$ cat src/rtl/cond_pkg.sv
// Shared types and constants for the conditional-execution stage.
package cond_pkg;

  typedef enum logic [3:0] {
    EQ = 4'b0000, NE = 4'b0001, CS = 4'b0010, CC = 4'b0011,
    MI = 4'b0100, PL = 4'b0101, VS = 4'b0110, VC = 4'b0111,
    HI = 4'b1000, LS = 4'b1001, GE = 4'b1010, LT = 4'b1011,
    GT = 4'b1100, LE = 4'b1101, AL = 4'b1110, NV = 4'b1111
  } cond_e;

  localparam int FLAG_N = 3;
  localparam int FLAG_Z = 2;
  localparam int FLAG_C = 1;
  localparam int FLAG_V = 0;

  // FlagW bit selecting each flag group
  localparam int FLAGW_NZ = 1;
  localparam int FLAGW_CV = 0;

endpackage

$ cat src/rtl/cond_check.sv
// Combinational condition evaluator: 4-bit condition field against {N,Z,C,V}.
module cond_check
  import cond_pkg::*;
(
  input  logic [3:0] cond,
  input  logic [3:0] flags,
  output logic       pass
);

  logic n, z, c, v;
  assign n = flags[FLAG_N];
  assign z = flags[FLAG_Z];
  assign c = flags[FLAG_C];
  assign v = flags[FLAG_V];

  always_comb begin
    pass = 1'b0;
    case (cond_e'(cond))
      EQ: pass = z;
      NE: pass = ~z;
      CS: pass = c;
      CC: pass = ~c;
      MI: pass = n;
      PL: pass = ~n;
      VS: pass = v;
      VC: pass = ~v;
      HI: pass = c & ~z;
      LS: pass = ~c | z;
      GE: pass = (n == v);
      LT: pass = (n != v);
      GT: pass = ~z & (n == v);
      LE: pass = z | (n != v);
      AL: pass = 1'b1;
      default: pass = 1'b0;
    endcase
  end

endmodule

$ cat src/rtl/cond_unit.sv
// Conditional-execution stage: NZCV register, condition gating of write strobes.
// Define COND_PERF_CNT_EN to add executed/squashed instruction counters.
module cond_unit
  import cond_pkg::*;
#(
  parameter int CNT_W = 32
)
(
  input  logic             clk,
  input  logic             reset,
  input  logic             InstrValid,
  input  logic [3:0]       Cond,
  input  logic [3:0]       ALUFlags,
  input  logic [1:0]       FlagW,
  input  logic             PCS,
  input  logic             RegW,
  input  logic             MemW,
  input  logic             NoWrite,
  output logic             CondEx,
  output logic             PCSrc,
  output logic             RegWrite,
  output logic             MemWrite,
`ifdef COND_PERF_CNT_EN
  output logic [CNT_W-1:0] ExecCnt,
  output logic [CNT_W-1:0] SquashCnt,
`endif
  output logic [3:0]       Flags
);

  logic [3:0] flags_q;
  logic       pass;
  logic       wr_nz, wr_cv;

  cond_check u_chk (
    .cond  (Cond),
    .flags (flags_q),
    .pass  (pass)
  );

  assign CondEx   = InstrValid & pass;
  assign PCSrc    = PCS & CondEx;
  assign RegWrite = RegW & CondEx & ~NoWrite;
  assign MemWrite = MemW & CondEx;
  assign Flags    = flags_q;

  assign wr_nz = CondEx & FlagW[FLAGW_NZ];
  assign wr_cv = CondEx & FlagW[FLAGW_CV];

  // Only enabled groups are sampled, so an X on an unselected ALU flag never lands here.
  always_ff @(posedge clk or posedge reset) begin
    if (reset) begin
      flags_q <= 4'b0000;
    end else begin
      if (wr_nz) flags_q[FLAG_N:FLAG_Z] <= ALUFlags[FLAG_N:FLAG_Z];
      if (wr_cv) flags_q[FLAG_C:FLAG_V] <= ALUFlags[FLAG_C:FLAG_V];
    end
  end

`ifdef COND_PERF_CNT_EN
  always_ff @(posedge clk or posedge reset) begin
    if (reset) begin
      ExecCnt   <= '0;
      SquashCnt <= '0;
    end else if (InstrValid) begin
      if (CondEx) ExecCnt   <= ExecCnt + 1'b1;
      else        SquashCnt <= SquashCnt + 1'b1;
    end
  end
`endif

endmodule

$ cat config.mk
export PLATFORM = sky130hd
export DESIGN_NAME = cond_unit
export DESIGN_NICKNAME = d
export VERILOG_FILES = /design/src/rtl/cond_pkg.sv /design/src/rtl/cond_check.sv /design/src/rtl/cond_unit.sv
export SDC_FILE = /design/constraint.sdc
export NUM_CORES = 1
export LEC_CHECK = 0
export CAP_MARGIN = 20
export CORE_AREA = 3 3 40 42
export CTS_BUF_LIST = sky130_fd_sc_hd__clkbuf_8
export DETAILED_ROUTE_END_ITERATION = 8
export DIE_AREA = 0 0 43 45
export GPL_TIMING_DRIVEN = 0
export MAX_ROUTING_LAYER = met4
export PLACE_DENSITY = 0.74
export SYNTH_ARGS = -nofsm -noshare
export SYNTH_HDL_FRONTEND = slang
export SYNTH_SLANG_ARGS = --single-unit
$ cat constraint.sdc
create_clock -name clk -period 4.9 [get_ports clk]
set_clock_uncertainty 0.15 [all_clocks]
set_input_delay 0.735 -clock clk [delete_from_list [all_inputs] [get_ports clk]]
set_output_delay 0.735 -clock clk [all_outputs]
set_load 0.1 [all_outputs]
=== Word level (Yosys, flattened, before mapping) ===
Cells that the tools add are included.
W data, S select, Z words.

* Eq/ne operators: 16
* Multiplexer cells: 1
* Bitwise logic cells: 16
* Reductions and logical operators: 1

{| class="wikitable"
|+ Operators by type and width
! kind !! number
|-
| $eq A4 B4 Y1 const B || 7
|-
| $eq A4 B3 Y1 const B || 4
|-
| $pmux W1 S15 || 1
|-
| $and A1 B1 Y1 || 9
|-
| $eq A4 B2 Y1 const B || 2
|-
| $not A1 Y1 || 5
|-
| $eq A4 B1 Y1 const B || 1
|-
| $logic_not A4 Y1 || 1
|-
| $or A1 B1 Y1 || 2
|-
| $eq A1 B1 Y1 || 1
|-
| $ne A1 B1 Y1 || 1
|}

* Register bits after elaboration: 4
* Input port bits: 17
* Output and inout bits: 8

=== Depth between registers and ports, before layout ===
* Depth after elaboration: 6
* Depth in mapped cells: 7
* Mapped depth without buffers: 6

=== Cells and area by module ===
Synthesis repeated with hierarchy kept, for this count alone.

* Cell total of the unflattened synthesis: 43
* Area, all modules: 384.1 µm²

{| class="wikitable"
|+ By module, submodules not included
! module !! instances !! cells an instance !! area an instance (µm²) !! seq. area each (µm²)
|-
| cond_check || 1 || 28 || 193.9 || 0.0
|-
| cond_unit || 1 || 15 || 190.2 || 100.1
|}

=== Least setup slack after synthesis ===
No wires, ideal clock.

* Path type: reg-to-output
* From: register flags_q[3], in the netlist Flags[3]
* To: output port RegWrite
* Arrival time: 3.234 ns
* Required time: 4.015 ns
* Path slack: 0.781 ns
* Stages on the path, launching flop included: 8
* Path buffers: 1
* Cell sequence: dfrtp_1 -> buf_4 -> mux2i_1 -> or4_1 -> o311a_1 -> nand4_2 -> and2_2 -> and3b_1

* Cells in the longest elaborated chain, start to end: 6

{| class="wikitable"
|+ Ends and longest elaborated chain
! what !! RTL line !! source
|-
| start, declared || cond_unit.sv:30 || <nowiki>logic [3:0] flags_q;</nowiki>
|-
| start signal, assigned by index || cond_unit.sv:54 || <nowiki>if (wr_nz) flags_q[FLAG_N:FLAG_Z] <= ALUFlags[FLAG_N:FLAG_Z];</nowiki>
|-
| start signal, assigned by index || cond_unit.sv:55 || <nowiki>if (wr_cv) flags_q[FLAG_C:FLAG_V] <= ALUFlags[FLAG_C:FLAG_V];</nowiki>
|-
| $ne A1 B1 Y1 or $eq A1 B1 Y1 (tied branches) || -- ||
|-
| $or A1 B1 Y1 or $and A1 B1 Y1 (tied branches) || cond_check.sv:32, cond_check.sv:31 ||
|-
| $pmux W1 S15 * || cond_check.sv:18 || <nowiki>case (cond_e'(cond))</nowiki>
|-
| $and A1 B1 Y1 * || cond_unit.sv:40 || <nowiki>assign CondEx = InstrValid & pass;</nowiki>
|-
| via CondEx || cond_unit.sv:19 || <nowiki>output logic CondEx,</nowiki>
|-
| $and A1 B1 Y1 * (2 in series) || cond_unit.sv:42 || <nowiki>assign RegWrite = RegW & CondEx & ~NoWrite;</nowiki>
|-
| end, declared || cond_unit.sv:21 || <nowiki>output logic RegWrite,</nowiki>
|}

Mark *: on every way through the listed nets, which the timed path passes. The rest lies on a longest branch.

=== Final worst setup path ===
* From: input port Cond[2]
* To: output port RegWrite

* Cells in the longest elaborated chain, start to end: 5

{| class="wikitable"
|+ Ends and longest elaborated chain
! what !! RTL line !! source
|-
| start, declared || cond_unit.sv:12 || <nowiki>input logic [3:0] Cond,</nowiki>
|-
| $eq A4 B4 Y1 (tied with other cells) || cond_check.sv:18 ||
|-
| $pmux W1 S15 * || cond_check.sv:18 ||
|-
| $and A1 B1 Y1 * || cond_unit.sv:40 ||
|-
| $and A1 B1 Y1 * (2 in series) || cond_unit.sv:42 ||
|}

Mark *: on every way between the ends. The rest lies on a longest branch, timed or not.

==> impl_metrics.json <==
{
  "grt_pass1_vias": 449,
  "avgViaCountPerCell": 5.23,
  "grt_pass1_wl_um": 1970,
  "hold_path_class": "reg2reg",
  "top_level_ports": 25,
  "synth_simple_gate_area_share_pct": 35.8,
  "status": "finished clean",
  "drive_above_1_share_pct": 15.2,
  "criticalPathCategory": "in2out",
  "cts_setup_buffers": 0,
  "total_power_mw": 0.443,
  "syn-instance-count": 53,
  "diodes": 0,
  "powerDensity_nw_per_um2": 572,
  "netlist_area_um2": 485,
  "clk_pin_slew_ns": 0.03,
  "finalCritPeriodShare_pct": 90.0,
  "cp.required_ns": 4.01,
  "root_buffer": "clkbuf_8",
  "synth_xor_area_share_pct": 3.61,
  "setup.worst_path.start_class": "input port",
  "pwr-share-seq_pct": 16.3,
  "rows": 13,
  "wirelength_um": 1160,
  "peakVddDrop_v": 0.000551,
  "yosysWarnings": 0,
  "finalSetupTns_ns": 0,
  "setup_ws_ns": 0.488,
  "power.leakage_nw": 0.325,
  "setup_viol": 0,
  "synth_cell_type_count": 31,
  "report.final.hold_viol_count": 0,
  "drc": 0,
  "drv_cap": 0,
  "vias": 492,
  "grtUsageTotal_pct": 14.4,
  "overflow": 0,
  "cp-end-kind": "output port",
  "clockBufferDepth": 2,
  "switchingPower_mw": 0.246,
  "muxShareOfSynthArea_pct": 13.4,
  "die_w_um": 43,
  "relSlewSlack_pct": 34.8,
  "die_area_um2": 1940,
  "worstMarginPinSlew_ns": 0.975,
  "preCtsSetupSlack_ns": 0.490,
  "synthAdderAreaFrac_pct": 0,
  "synthArstFlopShare_pct": 100,
  "fin_cells": 94,
  "clock_latency_ns": 0.21,
  "rsz0062_at_grt": "false",
  "min_period_ns": 4.41,
  "finalMaxSlewViolations": 0,
  "synth_edf_count": 0,
  "core_area_um2": 1280,
  "swShare_pct": 55.4,
  "fmax_ghz": 0.227,
  "synth_compound_area_share_pct": 13.1,
  "arrival_ns": 3.53,
  "largest_register_ffs": 4,
  "ctsHtreeMaxLevel": 1,
  "avgSynthCellArea_um2": 9.16,
  "final_net_count": 98,
  "io_buffers": 23,
  "power_frac_comb_pct": 68.4,
  "ys_seq_elements": 4,
  "grt_antenna_before_repair": 0,
  "initial_core_util_pct": 37.8,
  "dp_cells": 91,
  "dpl.hpwl_um": 888,
  "syn_nets": 70,
  "synth_top_family_by_area": "simple AND/OR/NAND/NOR gates",
  "p_clk_share_pct": 15.3,
  "ys_seq_area_share_pct": 20.6,
  "ys.flop_type": "dfrtp_1",
  "intPower_mw": 0.198,
  "grt_max_degree": 11,
  "cts_sinks": 4,
  "drt-initial-drc-count": 9,
  "wl_per_cell_um": 12.4,
  "dieHeight_um": 45,
  "drt.antenna.violating_nets": 0,
  "hold_buffers": 0,
  "path_max_fanout": 10,
  "area_growth_pct": 59.8,
  "ctsResizeCount": 0,
  "firstDrtPassIters": 4,
  "place_congestion": 0.712,
  "cts_buffers": 3,
  "cts_tree": "built"
}
## cells in the final DEF, fill, tap and decap left out, types with 2 or more instances in the layout
cell type and n:
a22oi_1 2, and3_2 2, and3b_1 3, buf_4 2, buf_6 2, clkbuf_8 3, clkdlybuf4s50_1 23, dfrtp_1 4
inv_1 2, mux2_1 4, mux2i_1 2, nand2_1 2, nand3_1 2, nor2_1 3, nor2b_1 2, nor3b_1 2
o21ai_1 2, or3b_1 2
## per-stage QoR
step           hold WS [ns]  instance area [µm²]  utilization, %
6_report              0.430                  776            60.4
5_1_grt               0.453                  776            60.4
4_1_cts               0.434                  776            60.4
3_5_place_dp          0.424                  734            57.2
3_3_place_gp          0.419                  734            57.2
2_1_floorplan         0.351                  485               -
## final timing paths
kind,from,to,slack (ns),cells past startpoint
min in group asynchronous,reset,Flags[2],0.55,2
max in group asynchronous,reset,Flags[1],3.90,2
worst min register to register,Flags[1],Flags[1],0.43,1
worst min-delay path,Flags[1],Flags[1],0.43,1
worst max-delay path,Cond[2],RegWrite,0.49,9
worst max register to register,Flags[3],Flags[1],2.87,7
## kinds of logic (layout without fill, tap and decap cells)
family | Yosys count | in the layout
AO/OA/AOI/OAI | 9 | 9
multiplexers | 6 | 6
buffers and inverters | 7 | 33
AND/OR/NAND/NOR | 25 | 25
XOR/XNOR | 2 | 2
flip-flops | 4 | 4
## area by class of cell
cell class / count / area [µm²]
clock buffers: 3 / 41.3
flip-flops and latches: 4 / 100
fillers: 118 / 509
well taps: 15 / 18.8
multi-input cells: 42 / 320
inverters: 2 / 7.51
repair buffers: 23 / 230
plain buffers: 5 / 57.6
## power groups by stage
stage	sequential [mW]	combinational (mW)	clock (mW)
global route	0.0766	0.317	0.0736
finish	0.0721	0.303	0.0680
floorplan	0.191	0.113	0
CTS	0.0728	0.305	0.0696
global placement	0.0735	0.303	0
detailed placement	0.0730	0.304	0
## layer usage
metal | GRT usage, % | wire (µm)
met1 | 18.5 | 538
met2 | 20.7 | 560
met3 | 2.79 | 64
met4 | 9.04 | 0
met5 | - | 0
## critical path, cell delays in order
cell             delay, ns
clkdlybuf4s50_1       0.51
buf_6                 0.14
or3b_1                0.35
a21oi_1               0.13
o21ai_1               0.10
nand4_2               0.13
and2_2                0.16
and3b_1               0.14
clkdlybuf4s50_1       1.13
## cells in the mapped netlist, types with 3 or more instances
master | number | area, µm²
dfrtp_1 | 4 | 100
mux2_1 | 4 | 45.0
nor2_1 | 3 | 11.3
and3b_1 | 3 | 26.3
Power figures use the tool's default switching activity.
